===== config.mk =====
export PLATFORM = sky130hd
export DESIGN_NAME = ipm2l_hsstlp_pll_lock_mon_v1_0
export DESIGN_NICKNAME = d
export VERILOG_FILES = /design/src/rtl/ipm2l_hsstlp_pll_lock_mon_v1_0_pkg.sv /design/src/rtl/ipm2l_hsstlp_sync_v1_0.sv /design/src/rtl/ipm2l_hsstlp_pll_lock_mon_v1_0.sv
export SDC_FILE = /design/constraint.sdc
export NUM_CORES = 1
export LEC_CHECK = 0
export ABC_AREA = 1
export CAP_MARGIN = 10
export CORE_MARGIN = 2
export CORE_UTILIZATION = 55
export CTS_BUF_LIST = sky130_fd_sc_hd__clkbuf_4
export CTS_CLUSTER_DIAMETER = 50
export DETAILED_ROUTE_END_ITERATION = 6
export GPL_TIMING_DRIVEN = 0
export PLACE_DENSITY = 0.77
export RECOVER_POWER = 50
export SLEW_MARGIN = 20
export SYNTH_ARGS = -nofsm -noshare
export SYNTH_HDL_FRONTEND = slang
export SYNTH_HIERARCHICAL = 1
export SYNTH_SLANG_ARGS = --single-unit

===== constraint.sdc =====
create_clock -name clk -period 2.4 [get_ports clk]
set_input_delay 0.24 -clock clk [delete_from_list [all_inputs] [get_ports clk]]
set_output_delay 0.24 -clock clk [all_outputs]
set_load 0.005 [all_outputs]

===== src/rtl/ipm2l_hsstlp_pll_lock_mon_v1_0_pkg.sv =====
// ============================================================================
// Module  : ipm2l_hsstlp_pll_lock_mon_v1_0_pkg
// Brief   : Reset-handshake definitions shared by the HSSTLP PLL reset FSM,
//           the PLL lock monitor and the lane reset FSMs: state encodings,
//           counter width and a saturating increment helper.
// Revision: 1.0 - initial release
// ============================================================================
`default_nettype none

package ipm2l_hsstlp_pll_lock_mon_v1_0_pkg;

  // Common width of the handshake timers (cntr/qcnt/lcnt)
  localparam int CNTR_WIDTH = 16;

  // Shared reset-handshake state encoding
  typedef enum logic [2:0] {
    ST_WAIT    = 3'd0,
    ST_QUAL    = 3'd1,
    ST_STABLE  = 3'd2,
    ST_RESTART = 3'd3,
    ST_FAIL    = 3'd4
  } rst_state_e;

  // Timers saturate at all-ones so a stuck condition can never wrap back
  // into a spurious compare match.
  function automatic logic [CNTR_WIDTH-1:0] sat_inc(input logic [CNTR_WIDTH-1:0] v);
    return (&v) ? v : v + CNTR_WIDTH'(1);
  endfunction

endpackage

`default_nettype wire


===== src/rtl/ipm2l_hsstlp_sync_v1_0.sv =====
// ============================================================================
// Module  : ipm2l_hsstlp_sync_v1_0
// Brief   : Two-flop synchroniser, asynchronous active-low reset to 0.
//           Used for the PLL lock pin and for lane status signals.
// Revision: 1.0 - initial release
// ============================================================================
`default_nettype none

module ipm2l_hsstlp_sync_v1_0 #(
  parameter int WIDTH = 1
) (
  input  logic             clk,
  input  logic             rst_n,
  input  logic [WIDTH-1:0] d_i,
  output logic [WIDTH-1:0] q_o
);

  logic [WIDTH-1:0] meta_q;
  logic [WIDTH-1:0] sync_q;

  // Two register stages to resolve metastability on the asynchronous input
  always_ff @(posedge clk or negedge rst_n) begin
    if (!rst_n) begin
      meta_q <= '0;
      sync_q <= '0;
    end else begin
      meta_q <= d_i;
      sync_q <= meta_q;
    end
  end

  assign q_o = sync_q;

endmodule

`default_nettype wire


===== src/rtl/ipm2l_hsstlp_pll_lock_mon_v1_0.sv =====
// ============================================================================
// Module  : ipm2l_hsstlp_pll_lock_mon_v1_0
// Brief   : PLL lock monitor. Synchronises the raw HSST PLL lock, qualifies
//           it once the PLL reset FSM reports done, and re-runs that FSM by
//           pulsing its rst_n on loss of lock or qualification timeout.
//           Gives up (sticky o_pll_fail) after RETRY_MAX restarts in a row.
// Config  : IPM2L_HSSTLP_LOL_CNT_EN - when defined, o_lol_cnt counts
//           loss-of-lock events (saturating at 255); otherwise tied to 0.
// Revision: 1.0 - initial release
// ============================================================================
`default_nettype none

module ipm2l_hsstlp_pll_lock_mon_v1_0
  import ipm2l_hsstlp_pll_lock_mon_v1_0_pkg::*;
#(
  parameter int FREE_CLOCK_FREQ = 100,
  parameter int LOCK_QUAL_US    = 10,
  parameter int UNLOCK_FILT     = 4,
  parameter int RST_PULSE       = 16,
  parameter int RETRY_MAX       = 3
) (
  input  logic       clk,
  input  logic       rst_n,
  input  logic       i_pll_lock_raw,
  input  logic       i_pll_done,
  output logic       o_pll_fsm_rst_n,
  output logic       o_pll_lock_sync,
  output logic       o_pll_lock_stable,
  output logic       o_pll_fail,
  output logic [7:0] o_lol_cnt
);

  localparam int QUAL_CNT = LOCK_QUAL_US * FREE_CLOCK_FREQ;

  // Terminal counts, each compared against the count of the current cycle
  localparam logic [CNTR_WIDTH-1:0] QUAL_LAST    = CNTR_WIDTH'(QUAL_CNT - 1);
  localparam logic [CNTR_WIDTH-1:0] TIMEOUT_LAST = CNTR_WIDTH'(4 * QUAL_CNT - 1);
  localparam logic [CNTR_WIDTH-1:0] UNLOCK_LAST  = CNTR_WIDTH'(UNLOCK_FILT - 1);
  localparam logic [CNTR_WIDTH-1:0] PULSE_LAST   = CNTR_WIDTH'(RST_PULSE - 1);
  localparam logic [3:0]            RETRY_LIM    = 4'(RETRY_MAX);

  logic                  lock_sync;

  rst_state_e            state_q,  state_d;
  logic [CNTR_WIDTH-1:0] cntr_q,   cntr_d;
  logic [CNTR_WIDTH-1:0] qcnt_q,   qcnt_d;
  logic [CNTR_WIDTH-1:0] lcnt_q,   lcnt_d;
  logic [3:0]            retry_q,  retry_d;
  logic                  restart_req;

  logic                  fsm_rst_n_q;
  logic                  stable_q;
  logic                  fail_q;

  ipm2l_hsstlp_sync_v1_0 #(
    .WIDTH (1)
  ) u_lock_sync (
    .clk   (clk),
    .rst_n (rst_n),
    .d_i   (i_pll_lock_raw),
    .q_o   (lock_sync)
  );

  // State, timers and registered outputs
  always_ff @(posedge clk or negedge rst_n) begin
    if (!rst_n) begin
      state_q     <= ST_WAIT;
      cntr_q      <= '0;
      qcnt_q      <= '0;
      lcnt_q      <= '0;
      retry_q     <= '0;
      fsm_rst_n_q <= 1'b0;
      stable_q    <= 1'b0;
      fail_q      <= 1'b0;
    end else begin
      state_q     <= state_d;
      cntr_q      <= cntr_d;
      qcnt_q      <= qcnt_d;
      lcnt_q      <= lcnt_d;
      retry_q     <= retry_d;
      // Outputs are decoded from the next state so they line up with it
      fsm_rst_n_q <= (state_d != ST_RESTART);
      stable_q    <= (state_d == ST_STABLE);
      fail_q      <= (state_d == ST_FAIL);
    end
  end

  // Next-state and timer update; i_pll_done dropping always wins in QUAL/STABLE
  always_comb begin
    state_d     = state_q;
    cntr_d      = cntr_q;
    qcnt_d      = qcnt_q;
    lcnt_d      = lcnt_q;
    retry_d     = retry_q;
    restart_req = 1'b0;

    case (state_q)
      ST_WAIT: begin
        if (i_pll_done) begin
          state_d = ST_QUAL;
          cntr_d  = '0;
          qcnt_d  = '0;
        end
      end

      ST_QUAL: begin
        cntr_d = sat_inc(cntr_q);
        qcnt_d = lock_sync ? sat_inc(qcnt_q) : '0;
        if (!i_pll_done) begin
          state_d = ST_WAIT;
        end else if (lock_sync && (qcnt_q == QUAL_LAST)) begin
          state_d = ST_STABLE;
          lcnt_d  = '0;
          retry_d = '0;
        end else if (cntr_q == TIMEOUT_LAST) begin
          restart_req = 1'b1;
        end
      end

      ST_STABLE: begin
        lcnt_d = lock_sync ? '0 : sat_inc(lcnt_q);
        if (!i_pll_done) begin
          state_d = ST_WAIT;
        end else if (!lock_sync && (lcnt_q == UNLOCK_LAST)) begin
          restart_req = 1'b1;
        end
      end

      ST_RESTART: begin
        // i_pll_done is deliberately ignored while the FSM is held in reset
        cntr_d = sat_inc(cntr_q);
        if (cntr_q == PULSE_LAST) begin
          state_d = ST_WAIT;
        end
      end

      ST_FAIL: begin
        state_d = ST_FAIL;
      end

      default: begin
        state_d = ST_WAIT;
      end
    endcase

    // Restart budget: once RETRY_MAX pulses have been spent, stop retrying
    if (restart_req) begin
      if (retry_q >= RETRY_LIM) begin
        state_d = ST_FAIL;
      end else begin
        state_d = ST_RESTART;
        cntr_d  = '0;
        retry_d = retry_q + 4'd1;
      end
    end
  end

  assign o_pll_fsm_rst_n   = fsm_rst_n_q;
  assign o_pll_lock_sync   = lock_sync;
  assign o_pll_lock_stable = stable_q;
  assign o_pll_fail        = fail_q;

`ifdef IPM2L_HSSTLP_LOL_CNT_EN
  logic [7:0] lol_cnt_q;
  logic       lol_evt;

  assign lol_evt = (state_q == ST_STABLE) && (state_d == ST_RESTART);

  // Saturating loss-of-lock counter, cleared only by rst_n
  always_ff @(posedge clk or negedge rst_n) begin
    if (!rst_n) begin
      lol_cnt_q <= '0;
    end else if (lol_evt && (lol_cnt_q != 8'hFF)) begin
      lol_cnt_q <= lol_cnt_q + 8'd1;
    end
  end

  assign o_lol_cnt = lol_cnt_q;
`else
  assign o_lol_cnt = 8'd0;
`endif

endmodule

`default_nettype wire


== Word-level counts from Yosys, hierarchy flattened ==
Index checks and enable logic that the tools add are counted.

* Muxes and demuxes: 33
* Add/subtract/negate cells: 4
* Magnitude comparators: 1
* Reductions and logical operators: 12
* Equality and inequality tests: 16

{| class="wikitable"
|+ Operators by type and width
! operator !! count
|-
| $mux W16 || 11
|-
| $pmux W16 S2 || 3
|-
| $add A16 B1 Y16 const B || 3
|-
| $reduce_and A16 Y1 || 3
|-
| $mux W3 || 7
|-
| $mux W4 || 5
|-
| $eq A16 B10 Y1 const B || 1
|-
| $eq A16 B12 Y1 const B || 1
|-
| $eq A16 B2 Y1 const B || 1
|-
| $eq A16 B4 Y1 const B || 1
|-
| $pmux W3 S5 || 1
|-
| $eq A3 B2 Y1 const B || 3
|-
| $eq A3 B3 Y1 const B || 2
|-
| $ne A2 B2 Y1 const B || 3
|-
| $ne A3 B2 Y1 const B || 2
|-
| $mux W1 || 5
|-
| $add A4 B1 Y4 const B || 1
|-
| $ge A4 B2 Y1 const B || 1
|-
| $reduce_and A4 Y1 || 1
|-
| $reduce_bool A2 Y1 || 2
|-
| $eq A3 B1 Y1 const B || 1
|-
| $logic_not A3 Y1 || 1
|-
| $ne A3 B3 Y1 const B || 1
|-
| $reduce_and A3 Y1 || 1
|-
| other kinds (4) || 5
|}

* Output and inout port bits: 12
* Logic and storage cells: 76
* Register bits: 60

== Logic depth before layout (Yosys ltp) ==
* Depth after elaboration: 7
* Mapped depth: 12
* Mapped depth without buffers: 12

== Hierarchy ==
The synthesis kept the hierarchy.

{| class="wikitable"
|+ Modules (own cells, without submodules)
! module !! cells each !! area each (um^2) !! times used !! seq. area each (um^2)
|-
| ipm2l_hsstlp_pll_lock_mon_v1_0 || 635 || 4,239.1 || 1 || 1,451.4
|-
| ipm2l_hsstlp_sync_v1_0 || 2 || 50.0 || 1 || 50.0
|}

== Worst setup path after synthesis ==
Ideal clock, no wire load.

* Kind: register to register
* Start point: reg qcnt_q[0]
* End point: reg lcnt_q[11]
* Arrival time: 1,415 ps
* Cell stages (with the launch flop): 12
* Setup slack: 868 ps
* Data required time: 2,284 ps
* Clock period less this slack: 1,532 ps
* Cells stage by stage: dfrtp_1 ha_1 inv_1 nor2_1 nand2_1 nor2_4 nand2_2 o21ai_4 nand3_4 buf_6 nand2_1 nand2_1

* Cells in the longest elaborated chain, start to end: 4

{| class="wikitable"
|+ Ends and longest elaborated chain
! element !! line !! source
|-
| from (decl) || ipm2l_hsstlp_pll_lock_mon_v1_0.sv:46 || <nowiki>logic [CNTR_WIDTH-1:0] qcnt_q, qcnt_d;</nowiki>
|-
| from (signal assigned) || ipm2l_hsstlp_pll_lock_mon_v1_0.sv:78 || <nowiki>qcnt_q <= qcnt_d;</nowiki>
|-
| $eq A16 B10 Y1 || ipm2l_hsstlp_pll_lock_mon_v1_0.sv:111 || <nowiki>end else if (lock_sync && (qcnt_q == QUAL_LAST)) begin</nowiki>
|-
| $logic_and A1 B1 Y1 || ipm2l_hsstlp_pll_lock_mon_v1_0.sv:111 ||
|-
| $ne A2 B2 Y1 (no source line) || n/a ||
|-
| $reduce_and A4 Y1 (no source line) || n/a ||
|-
| to (signal assigned) || ipm2l_hsstlp_pll_lock_mon_v1_0.sv:79 || <nowiki>lcnt_q <= lcnt_d;</nowiki>
|-
| to (decl) || ipm2l_hsstlp_pll_lock_mon_v1_0.sv:47 || <nowiki>logic [CNTR_WIDTH-1:0] lcnt_q, lcnt_d;</nowiki>
|}

Every way passes these cells.
A chain may end at the register's enable or synchronous reset.

== Final worst setup path ==
* Start point: reg cntr_q[0]
* End point: reg cntr_q[5]

* Cells in the longest elaborated chain, start to end: 6
* Elaborated cells on any way between the ends: 11

{| class="wikitable"
|+ Ends and longest elaborated chain
! element !! line !! source
|-
| from (decl) || ipm2l_hsstlp_pll_lock_mon_v1_0.sv:45 || <nowiki>logic [CNTR_WIDTH-1:0] cntr_q, cntr_d;</nowiki>
|-
| from (signal assigned) || ipm2l_hsstlp_pll_lock_mon_v1_0.sv:77 || <nowiki>cntr_q <= cntr_d;</nowiki>
|-
| parallel branches: the longest is 5 deep, another holds $add A16 B1 Y16 || n/a ||
|-
| $mux W16 * || ipm2l_hsstlp_pll_lock_mon_v1_0.sv:147 || <nowiki>if (restart_req) begin</nowiki>
|-
| net cntr_d[5] || ipm2l_hsstlp_pll_lock_mon_v1_0.sv:45 ||
|}

Mark *: on every way through the listed nets, which the timed path passes.

==> impl_metrics.yaml <==
status:
  status: "finished clean"
worst_setup_path:
  r2r-start: "cntr_q[0]"
  r2r-end: "cntr_q[5]"
  cp_slowest_stage_delay_ps: 430
  critPathKind: "flip-flop to flip-flop"
  slowest_stage: "dfrtp_1"
  start_kind: "flip-flop"
  cp.arrival_ps: 2160
  reg2reg_depth: 10
  cp-end-kind: "flip-flop"
  crit_chain: "ha_1, nand2_1, nor2_2, nand2_1, nor2_1, nand2_1, nand2_1, nand3_2, inv_1, a21oi_1"
  critPathMostFrequentCell: "nand2_1"
  reg2reg_slack_ps: 510
  path_max_fanout: 7
  crit_required_ps: 2680
  worst-path-buf-inv: 1
  cpLargestDelayFamily: "simple AND/OR/NAND/NOR gates"
cells_and_area:
  final_util: 0.609
  n_antenna_cell: 0
  final_nets: 672
  drive_above_1_share: 0.118
  areaGrowthSynthToFinish_pct: 8.52
yosys:
  synth-edff-count: 0
  async_flop_share: 1.00
  synth_cells: 637
  syn_area_um2: 4290
  synth_most_common_cell: "nand2_1"
  synth_top_flop_cell: "dfrtp_1"
  synth-seq-cells: 60
  synthTopCellsByCount: "nand2_1 (211), nor2_1 (74), inv_1 (72)"
  synth_area_per_cell_um2: 6.73
  synth.area.top_cells: "dfrtp_1 (35%), nand2_1 (18%), nor2_1 (6.5%)"
  yosysWarnings: 6
  synth_top_area_share: 0.350
  synth_cell_types: 37
  seq_area_frac_synth: 0.350
  synth_area_leader_cell: "dfrtp_1"
sta:
  finalHoldViolations: 0
  relSlewSlack: 0.257
  fin_crit_ps: 1890
  finalMaxSlewViolations: 0
  clock.fmax_mhz: 530
  min_period_over_period: 0.785
  rsz0062_at_grt: "no"
  fin_worst_skew_ps: 15.4
  tightest_slew_ps: 1120
  setup_violations: 0
  fin_hold_ws_ps: 356
routing:
  routed_wl_mm: 10.0
  drc_errors: 0
  firstDrtPassIters: 5
  post_drt_wl_per_cell_um: 13.0
  viasPerCell: 5.31
  via_count: 4092
  drtIter0Drc: 237
  drtAntennaViolNets: 0
power_and_ir_drop:
  p_per_area_nw_per_um2: 460
  p_leak_nw: 2.24
  power_mw: 2.14
  ir_worst_vdd_uv: 294
floorplan:
  dieArea_um2: 8520
  rows: 32
  pin_count: 16
  coreArea_um2: 7650
  die_x_um: 92.3
  start_util: 0.561
  die_height_um: 92.3
place:
  io_buffers: 7
  dp_hpwl_mm: 7.22
  place.gp.congestion: 0.910
clock_network:
  insertion_delay_ps: 410
  cts_buffers: 9
  clk_pin_slew_ps: 120
  htree_levels: 3
  cts_resized: 0
  cts_tree: "yes"
  root_buffer: "clkbuf_4"
  clk_path_buf_depth: 2
  post_cts_buffers: 0
  clock-sinks: 60
global_routing:
  grt_use_total: 0.251
  grt_overflow: 0
  grt_max_degree: 41
  antenna_found_initial: 0
  grt_first_pass_wirelength_mm: 17.3
  grt_pass1_vias: 3773
hold_path:
  hold_class: "flip-flop to flip-flop"
  min_to: "u_lock_sync/q_o"
  hold_start: "u_lock_sync/meta_q"
  hold_path_depth: 0
flow_run:
  maxCapViolCount: 0
-- what timing repair did --
action / CTS / global route
endpoints found under the setup margin: 0 / 0
hold buffers: 1 / 0
hold endpoints to repair: 20 / 0
-- per-layer routing --
layer / vias to the layer above / track usage / wire length [um]
met3: 8 / 0.0472 / 623
met1: 1860 / 0.347 / 4660
met4: 0 / 0.0697 / 95
met5: - / 0 / 0
li1: 2065 / - / -
met2: 159 / 0.404 / 4620
-- registers in the layout (all words and copies together), names as in the netlist --
signal / flops
cntr_q: 16
lcnt_q: 16
o_pll_fail: 1
o_pll_fsm_rst_n: 1
o_pll_lock_stable: 1
qcnt_q: 16
retry_q: 4
state_q: 3
u_lock_sync/meta_q: 1
u_lock_sync/q_o: 1
-- through the flow --
| step | TNS (ps) | worst slack, ps | std cells | instance area [um2] |
|---|---|---|---|---|
| 6_report | 0 | 515 | 771 | 4650 |
| 5_1_grt | 0 | 227 | 771 | 4650 |
| 4_1_cts | 0 | 519 | 771 | 4670 |
| 3_5_place_dp | 0 | 298 | 754 | 4530 |
| 3_3_place_gp | -50240 | -844 | 753 | 4510 |
| 2_1_floorplan | 0 | 868 | 644 | 4320 |
-- final cells by class --
cell class | instances | area, um2
Timing Repair Buffer | 9 | 81.3
Tap cell | 102 | 128
Clock inverter | 6 | 55.1
Clock buffer | 10 | 75.1
Inverter | 81 | 305
Buffer | 18 | 131
Sequential cell | 60 | 1500
Fill cell | 718 | 2990
Multi-Input combinational cell | 485 | 2380
-- how the worst max path moves through the flow --
| stage | to | slack (ps) | start | cells after the start |
|---|---|---|---|---|
| 2_1_floorplan | lcnt_q[11] | 870 | qcnt_q[0] | 11 |
| 3_3_place_gp | cntr_q[2] | -840 | rst_n | 1 |
| 3_5_place_dp | qcnt_q[13] | 300 | i_pll_done | 8 |
| 4_1_cts | cntr_q[5] | 520 | cntr_q[0] | 10 |
| 5_1_grt | qcnt_q[1] | 230 | rst_n | 3 |
| 6_report | cntr_q[5] | 510 | cntr_q[0] | 10 |
-- cell usage in the layout (no fill, tap or decap), types with 4 or more instances in the layout --
cell	instances
nand2_1	211
buf_6	4
clkbuf_4	11
nor3_1	10
clkdlybuf4s50_1	5
nor2_1	74
o21ai_2	10
dfrtp_1	60
clkinv_1	4
a21oi_1	7
nand4_1	25
conb_1	8
xor2_1	13
nand3_2	9
inv_2	6
nor2_4	6
buf_4	8
nor2_2	4
o21ai_0	30
nand2_2	5
nand3_1	54
inv_1	72
ha_1	4
-- logic make-up after synthesis --
| family | synth area share |
|---|---|
| and+or+nand+nor | 0.432 |
| buffers and inverters | 0.102 |
| DFF | 0.350 |
| AOI/OAI and AO/OA | 0.0750 |
| xor gates and xnor gates | 0.0265 |
| adders and majority gates | 0.0117 |
| other | 0.000874 |
| muxes | 0.00233 |
-- worst reg2reg max path, delay by kind of cell, from the launching register on --
family          cells  cell delay, ps
simple gates        7             770
fa+ha+maj           1             230
flops               1             430
compound gates      1             100
buf+inv             1             220
-- report_power, final --
part | internal, mW | switching, mW
Clock | 0.319 | 0.398
Sequential | 1.05 | 0.0446
Combinational | 0.101 | 0.226
Note: power is estimated with default switching activity, not from simulation.
